[config.mk]
export PLATFORM = sky130hd
export DESIGN_NAME = axis_skid_buffer
export DESIGN_NICKNAME = d
export VERILOG_FILES = /design/src/rtl/axis_skid_buffer_pkg.sv /design/src/rtl/axis_skid_buffer.sv
export SDC_FILE = /design/constraint.sdc
export NUM_CORES = 1
export LEC_CHECK = 0
export CAP_MARGIN = 20
export CORE_MARGIN = 1.5
export CORE_UTILIZATION = 25
export DETAILED_ROUTE_END_ITERATION = 8
export PLACE_DENSITY_LB_ADDON = 0.12
export SLEW_MARGIN = 20
export SYNTH_ARGS = -nofsm -noshare
export SYNTH_HDL_FRONTEND = slang
export SYNTH_SLANG_ARGS = --single-unit
[constraint.sdc]
create_clock -name aclk -period 3.4 [get_ports aclk]
set_input_delay 0.68 -clock aclk [delete_from_list [all_inputs] [get_ports aclk]]
set_output_delay 0.68 -clock aclk [all_outputs]
set_load 0.02 [all_outputs]
[src/rtl/axis_skid_buffer_pkg.sv]
// Shared types and helpers for the AXI-Stream skid buffer.
package axis_skid_buffer_pkg;

   // Occupancy of the buffer: nothing, one word in main, or main plus skid.
   typedef enum logic [1:0] {
      EMPTY = 2'd0,
      BUSY  = 2'd1,
      FULL  = 2'd2
   } skid_state_t;

   // Data width in bits for a width given in bytes.
   function automatic int nb_of(input int n);
      return n * 8;
   endfunction

endpackage

[src/rtl/axis_skid_buffer.sv]
// Two-entry AXI-Stream register slice. Every output, including in_tready,
// comes straight from a flop, so neither the valid nor the ready path is
// combinational through this block. The skid register catches the one word
// that can arrive in the cycle after the downstream stalls.
module axis_skid_buffer
   import axis_skid_buffer_pkg::*;
#(
   parameter  int n  = 4,
   localparam int nb = nb_of(n)
) (
   input  logic          aclk,
   input  logic          aresetn,
   input  logic [nb-1:0] in_tdata,
   input  logic          in_tvalid,
   output logic          in_tready,
   output logic [nb-1:0] out_tdata,
   output logic          out_tvalid,
   input  logic          out_tready
);

   skid_state_t   state_reg, state_next;
   logic [nb-1:0] main_reg, main_next;
   logic [nb-1:0] skid_reg, skid_next;
   logic          in_tready_reg;
   logic          out_tvalid_reg;
   logic          in_xfer;
   logic          out_xfer;

   // Handshakes use the registered flags, so they only depend on flops and
   // the partner's signal.
   assign in_xfer  = in_tvalid & in_tready_reg;
   assign out_xfer = out_tvalid_reg & out_tready;

   assign in_tready  = in_tready_reg;
   assign out_tvalid = out_tvalid_reg;
   assign out_tdata  = main_reg;

   // Next-state and data steering for the main/skid pair.
   always_comb begin
      state_next = state_reg;
      main_next  = main_reg;
      skid_next  = skid_reg;
      case (state_reg)
         EMPTY: begin
            if (in_xfer) begin
               state_next = BUSY;
               main_next  = in_tdata;
            end
         end
         BUSY: begin
            if (in_xfer && out_xfer) begin
               main_next = in_tdata;
            end else if (in_xfer) begin
               state_next = FULL;
               skid_next  = in_tdata;
            end else if (out_xfer) begin
               state_next = EMPTY;
            end
         end
         FULL: begin
            // in_tready is low here, so only the output side can move.
            if (out_xfer) begin
               state_next = BUSY;
               main_next  = skid_reg;
            end
         end
         default: begin
            state_next = EMPTY;
         end
      endcase
   end

   // State, data and the registered handshake flags. The flags are computed
   // from the next state so they are valid in the same cycle as the data.
   always_ff @(posedge aclk or negedge aresetn) begin
      if (!aresetn) begin
         state_reg      <= EMPTY;
         main_reg       <= '0;
         skid_reg       <= '0;
         in_tready_reg  <= 1'b0;
         out_tvalid_reg <= 1'b0;
      end else begin
         state_reg      <= state_next;
         main_reg       <= main_next;
         skid_reg       <= skid_next;
         in_tready_reg  <= (state_next != FULL);
         out_tvalid_reg <= (state_next != EMPTY);
      end
   end

`ifndef SYNTHESIS
   // A stalled output word must not change or disappear.
   a_stall_stable : assert property (@(posedge aclk) disable iff (!aresetn)
      (out_tvalid && !out_tready) |=> (out_tvalid && $stable(out_tdata)));

   // The block never advertises room while the skid register is occupied.
   a_full_not_ready : assert property (@(posedge aclk) disable iff (!aresetn)
      (state_reg == FULL) |-> !in_tready);
`endif

endmodule

Yosys cells after proc, flatten, opt, wreduce, memory -nomap -nowiden
Cells that the tools add are included.
Widths: inputs -> output; s select.
- eq/ne operators: 6
- multiplexer cells: 10
- bitwise logic cells: 3
- reduce and logical (&&, ||, !) cells: 6
- operators with widths (operator ; count):
    $mux 32 ; 3
    $pmux 32 s3 ; 1
    $mux 2 ; 5
    $ne 2x2->1 const B ; 4
    $pmux 2 s3 ; 1
    $reduce_and 4->1 ; 1
    $reduce_and 3->1 ; 1
    $reduce_bool 3->1 ; 1
    $and 1x1->1 ; 2
    $eq 2x1->1 const B ; 1
    $eq 2x2->1 const B ; 1
    $logic_not 2->1 ; 1
    $reduce_bool 2->1 ; 1
    $logic_and 1x1->1 ; 1
    $not 1->1 ; 1
- bits in registers: 68
- bits of input ports: 36

Longest topological paths before layout
- word-level depth: 6
- mapped depth: 6
- gate-level depth less buffers: 4

Least setup slack after synthesis
Ideal clock, no wire load.
- path type: input-to-reg
- from: in in_tvalid
- to: reg main_reg[21], in the netlist out_tdata[21]
- setup time: 0.125 ns
- data arrival time: 1.645 ns
- data required time: 3.275 ns
- path slack: 1.630 ns
- stages on the path: 5
- path buffers: 1
- cells stage by stage: nand2_1 o21ai_2 a31oi_4 buf_6 mux2_2
- longest elaborated chain between the ends: 4
- RTL lines (element ; line ; source):
    start: declaration ; axis_skid_buffer.sv:14 ; input logic in_tvalid,
    $and 1x1->1 (*) ; axis_skid_buffer.sv:31 ; assign in_xfer = in_tvalid & in_tready_reg;
    $logic_and 1x1->1 ; axis_skid_buffer.sv:51 ; if (in_xfer && out_xfer) begin
    $ne 2x2->1 (no source line) ; - ;
    $reduce_and 4->1 (no source line) (*) ; - ;
    end signal: assignment ; axis_skid_buffer.sv:84 ; main_reg <= main_next;
    end: declaration ; axis_skid_buffer.sv:22 ; logic [nb-1:0] main_reg, main_next;
Every way passes the cells marked *; elsewhere a longest branch is shown, timed or not.
A chain may end at the register's enable or synchronous reset.

Worst setup path after layout
- from: in in_tvalid
- to: reg skid_reg[12]
- longest elaborated chain between the ends: 4
- RTL lines (element ; line ; source):
    $and 1x1->1 (*) ; axis_skid_buffer.sv:31 ;
    $logic_and 1x1->1 ; axis_skid_buffer.sv:51 ;
    $not 1->1 (no source line) ; - ;
    $reduce_and 3->1 (no source line) (*) ; - ;
    end signal: assignment ; axis_skid_buffer.sv:85 ; skid_reg <= skid_next;
    end: declaration ; axis_skid_buffer.sv:23 ; logic [nb-1:0] skid_reg, skid_next;
Marked as above.

==> metrics.md <==
| Metric | Value |
|---|---|
| DRT Pass-1 Iters | 9 |
| Setup_tns | 0 ns |
| Fraction of the cycle the final worst path needs | between 60% and 70% |
| Status | finished with violations |
| Share of layout cells above drive strength 1 | around a quarter |
| Final HPWL DP | roughly 4100 um |
| Setup Viol. Count Final | 0 |
| Top cells by area, synth | dfrtp_1, mux2_2, nand2_1, buf_6, mux2_1 |
| Worst clock skew | 0.00386 ns |
| Comb pwr share | 41.1% |
| FF+latch count, synth | 68 |
| Max Freq | 433 MHz |
| Yosys cell types | 21 |
| H-tree lvl count | 3 |
| CP startpoint kind | primary input |
| Actual slew at the worst max-slew pin | ~0.91 ns |
| Pins Over Slew Limit | 0 |
| Critical path class | primary input to flop |
| Mapped Area | roughly 0.0030 mm2 |
| Yosys warns | 0 |
| Crit end category | flop |
| Later-pin clock latency in the skew report | 0.32 ns |
| Synth top area share | 57.0% |
| RSZ-0062 raised after global routing | false |
| Cells after Synth | 260 |
| Sequential area share after synthesis | 57.0% |
| Post-synth net total | about 300 |
| Commonest non-fill, non-tap cell in the layout | nand2_1 |
| Pin count of the biggest net entering global routing | 69 |
| Clock power frac | roughly 22% |
| Area Growth Syn to Fin | 37.5% |
| Commonest non-fill, non-tap cells in the layout | nand2_1, dfrtp_1, clkdlybuf4s50_1, mux2_2, clkbuf_16 |
| # DRC | 5 |
| Finished Core Util | 35.6% |
| Gpl congestion | about 0.7 |
| Seq pwr share | 36.4% |
| Vias per cell | ~4.3 |
| Final hold violations | 0 |
| Hold_buf cts | 0 |
| MaxCap Viol Count | 0 |
| Reg clk slew, reported paths | 0.05 ns |
| Fillers | approximately 1,200 |
| CTS Buf Count | 9 |
| Syn avg cell area | roughly 11 um2 |
| Reg area | around 0.0017 mm2 |
| IO Pins | 70 |
| Multi-input gate area | 0.00121 mm2 |
| VDD IR max | 0.000348 V |
| Sw frac | about 32% |
| P_sw | 1.28 mW |
| Post-CTS Repair Setup Buffers | 0 |
| PD cells | slightly below 1000 mW/mm2 |
| First DRT Iteration DRCs | 75 |
| Post-layout min period | 2.31 ns |
| Number of port buffers | 69 |
| Ant diodes | 0 |
| WP data arrival | between 2 and 3 ns |
| Worst-path fanout max | 20 |
| GRT Overall Usage | 11.3% |
| Worst path required time | approximately 3.6 ns |
| Cell Rows | 39 |
| Initial core utilization | between 20 and 30% |
| Root buf cell | clkbuf_16 |
| Slew HR | between 30% and 40% |
| Clock sink count | 68 |
| Die width | approximately 110 um |
| Routed WL per cell | 13.8 um |
| Leakage | between 1.5 and 2 nW |
| Post-CTS sizing | 0 |
| Internal power | about 2.7 mW |
| CTS tree | built |
| Global-route wire length before repair | 11,100 um |
| Antenna-violating nets left | 0 |
| Worst hold path type | primary input to asynchronous set/reset pin |
| Die area | 0.0126 mm2 |
| Final WL | 6610 um |
| Failing checks | design-rule violations |
| Vias in the first global route | 2,227 |
| Antenna violations before repair | 0 |
| Final net count | 365 |
| Clk buf depth | 2 |
| DR vias | 2,043 |
| Placeable core area | approximately 0.012 mm2 |
| Biggest area consumer among synthesized cells | dfrtp_1 |
| GRT Residual Overflow | 0 |
| DIE HEIGHT | 112 um |
## routing by layer
metal / global-route usage (%) / up-vias / part of all wire (%)
li1: - / 995 / -
met4: 3.29 / 0 / 1.1
met3: 4.59 / 5 / 6.4
met1: 14.4 / 987 / 48
met5: 0 / - / 0
met2: 17.9 / 56 / 44
## cells in the mapped netlist
library cell  instances
a21boi_0              1
a21o_1                1
a31oi_4               1
and2_1                1
buf_2                 4
buf_4                 1
buf_6                 3
clkbuf_1              6
dfrtp_1              68
mux2_1                3
mux2_2               61
nand2_1              99
nand2b_1              1
nand3_1               2
nor2_1                2
nor2b_1               1
nor3_1                1
o21a_1                1
o21ai_0               1
o21ai_2               1
o22ai_1               1
## through the flow
| step | worst slack, ns | total power, mW | instance area [um2] | hold WS (ns) | cells |
|---|---|---|---|---|---|
| 6_report | 1.09 | 3.97 | 4100 | 0.471 | 477 |
| 5_1_grt | 0.964 | 4.23 | 4100 | 0.515 | 477 |
| 4_1_cts | 1.08 | 4.05 | 4100 | 0.502 | 477 |
| 3_5_place_dp | 0.724 | 3.12 | 3820 | 0.483 | 461 |
| 3_3_place_gp | 0.788 | 3.09 | 3820 | 0.484 | 461 |
| 2_1_floorplan | 1.63 | 2.47 | 2980 | 0.384 | 260 |
## cells by family after synthesis
logic type | count (synthesis) | share of synthesized area [%]
AO/OA/AOI/OAI | 7 | 2.14
buffers and inverters | 14 | 2.81
AND/OR/NAND/NOR | 107 | 13.8
flip-flops | 68 | 57.0
multiplexers | 64 | 24.2
## path summary, 6_finish.rpt
| path | start | end | slack [ns] | cells past startpoint |
|---|---|---|---|---|
| max in group asynchronous | aresetn | out_tdata[19]$_DFFE_PN0P_ | 2.31 | 1 |
| hold / removal | aresetn | out_tdata[5]$_DFFE_PN0P_ | 0.47 | 1 |
| min in group aclk | out_tdata[30]$_DFFE_PN0P_ | out_tdata[30]$_DFFE_PN0P_ | 0.49 | 1 |
| setup / recovery | in_tvalid | skid_reg[12]$_DFFE_PN0P_ | 1.09 | 6 |
| setup reg to reg | state_reg[0]$_DFF_PN0_ | out_tdata[12]$_DFFE_PN0P_ | 1.51 | 5 |
| hold reg to reg | out_tdata[30]$_DFFE_PN0P_ | out_tdata[30]$_DFFE_PN0P_ | 0.49 | 1 |
## critical path: stages
cell             delay, ns
clkdlybuf4s50_1       0.45
nand2_1               0.14
nor2_1                0.23
nand3_2               0.33
buf_4                 0.36
mux2_2                0.30
## area by class of cell
class	instances	area share, %
Clock buffer	11	5.67
Clock inverter	5	1.28
Multi-Input combinational cell	178	29.6
Sequential cell	68	41.5
Tap cell	143	4.36
Timing Repair Buffer	72	17.6
## power by group through the flow
stage	combinational [mW]	sequential [mW]	clock [mW]
after global routing	1.77	1.50	0.965
final	1.63	1.45	0.891
after detailed placement	1.66	1.46	0
after floorplan	0.797	1.67	0
after CTS	1.67	1.45	0.933
after global placement	1.64	1.45	0
Power figures use the tool's default switching activity.
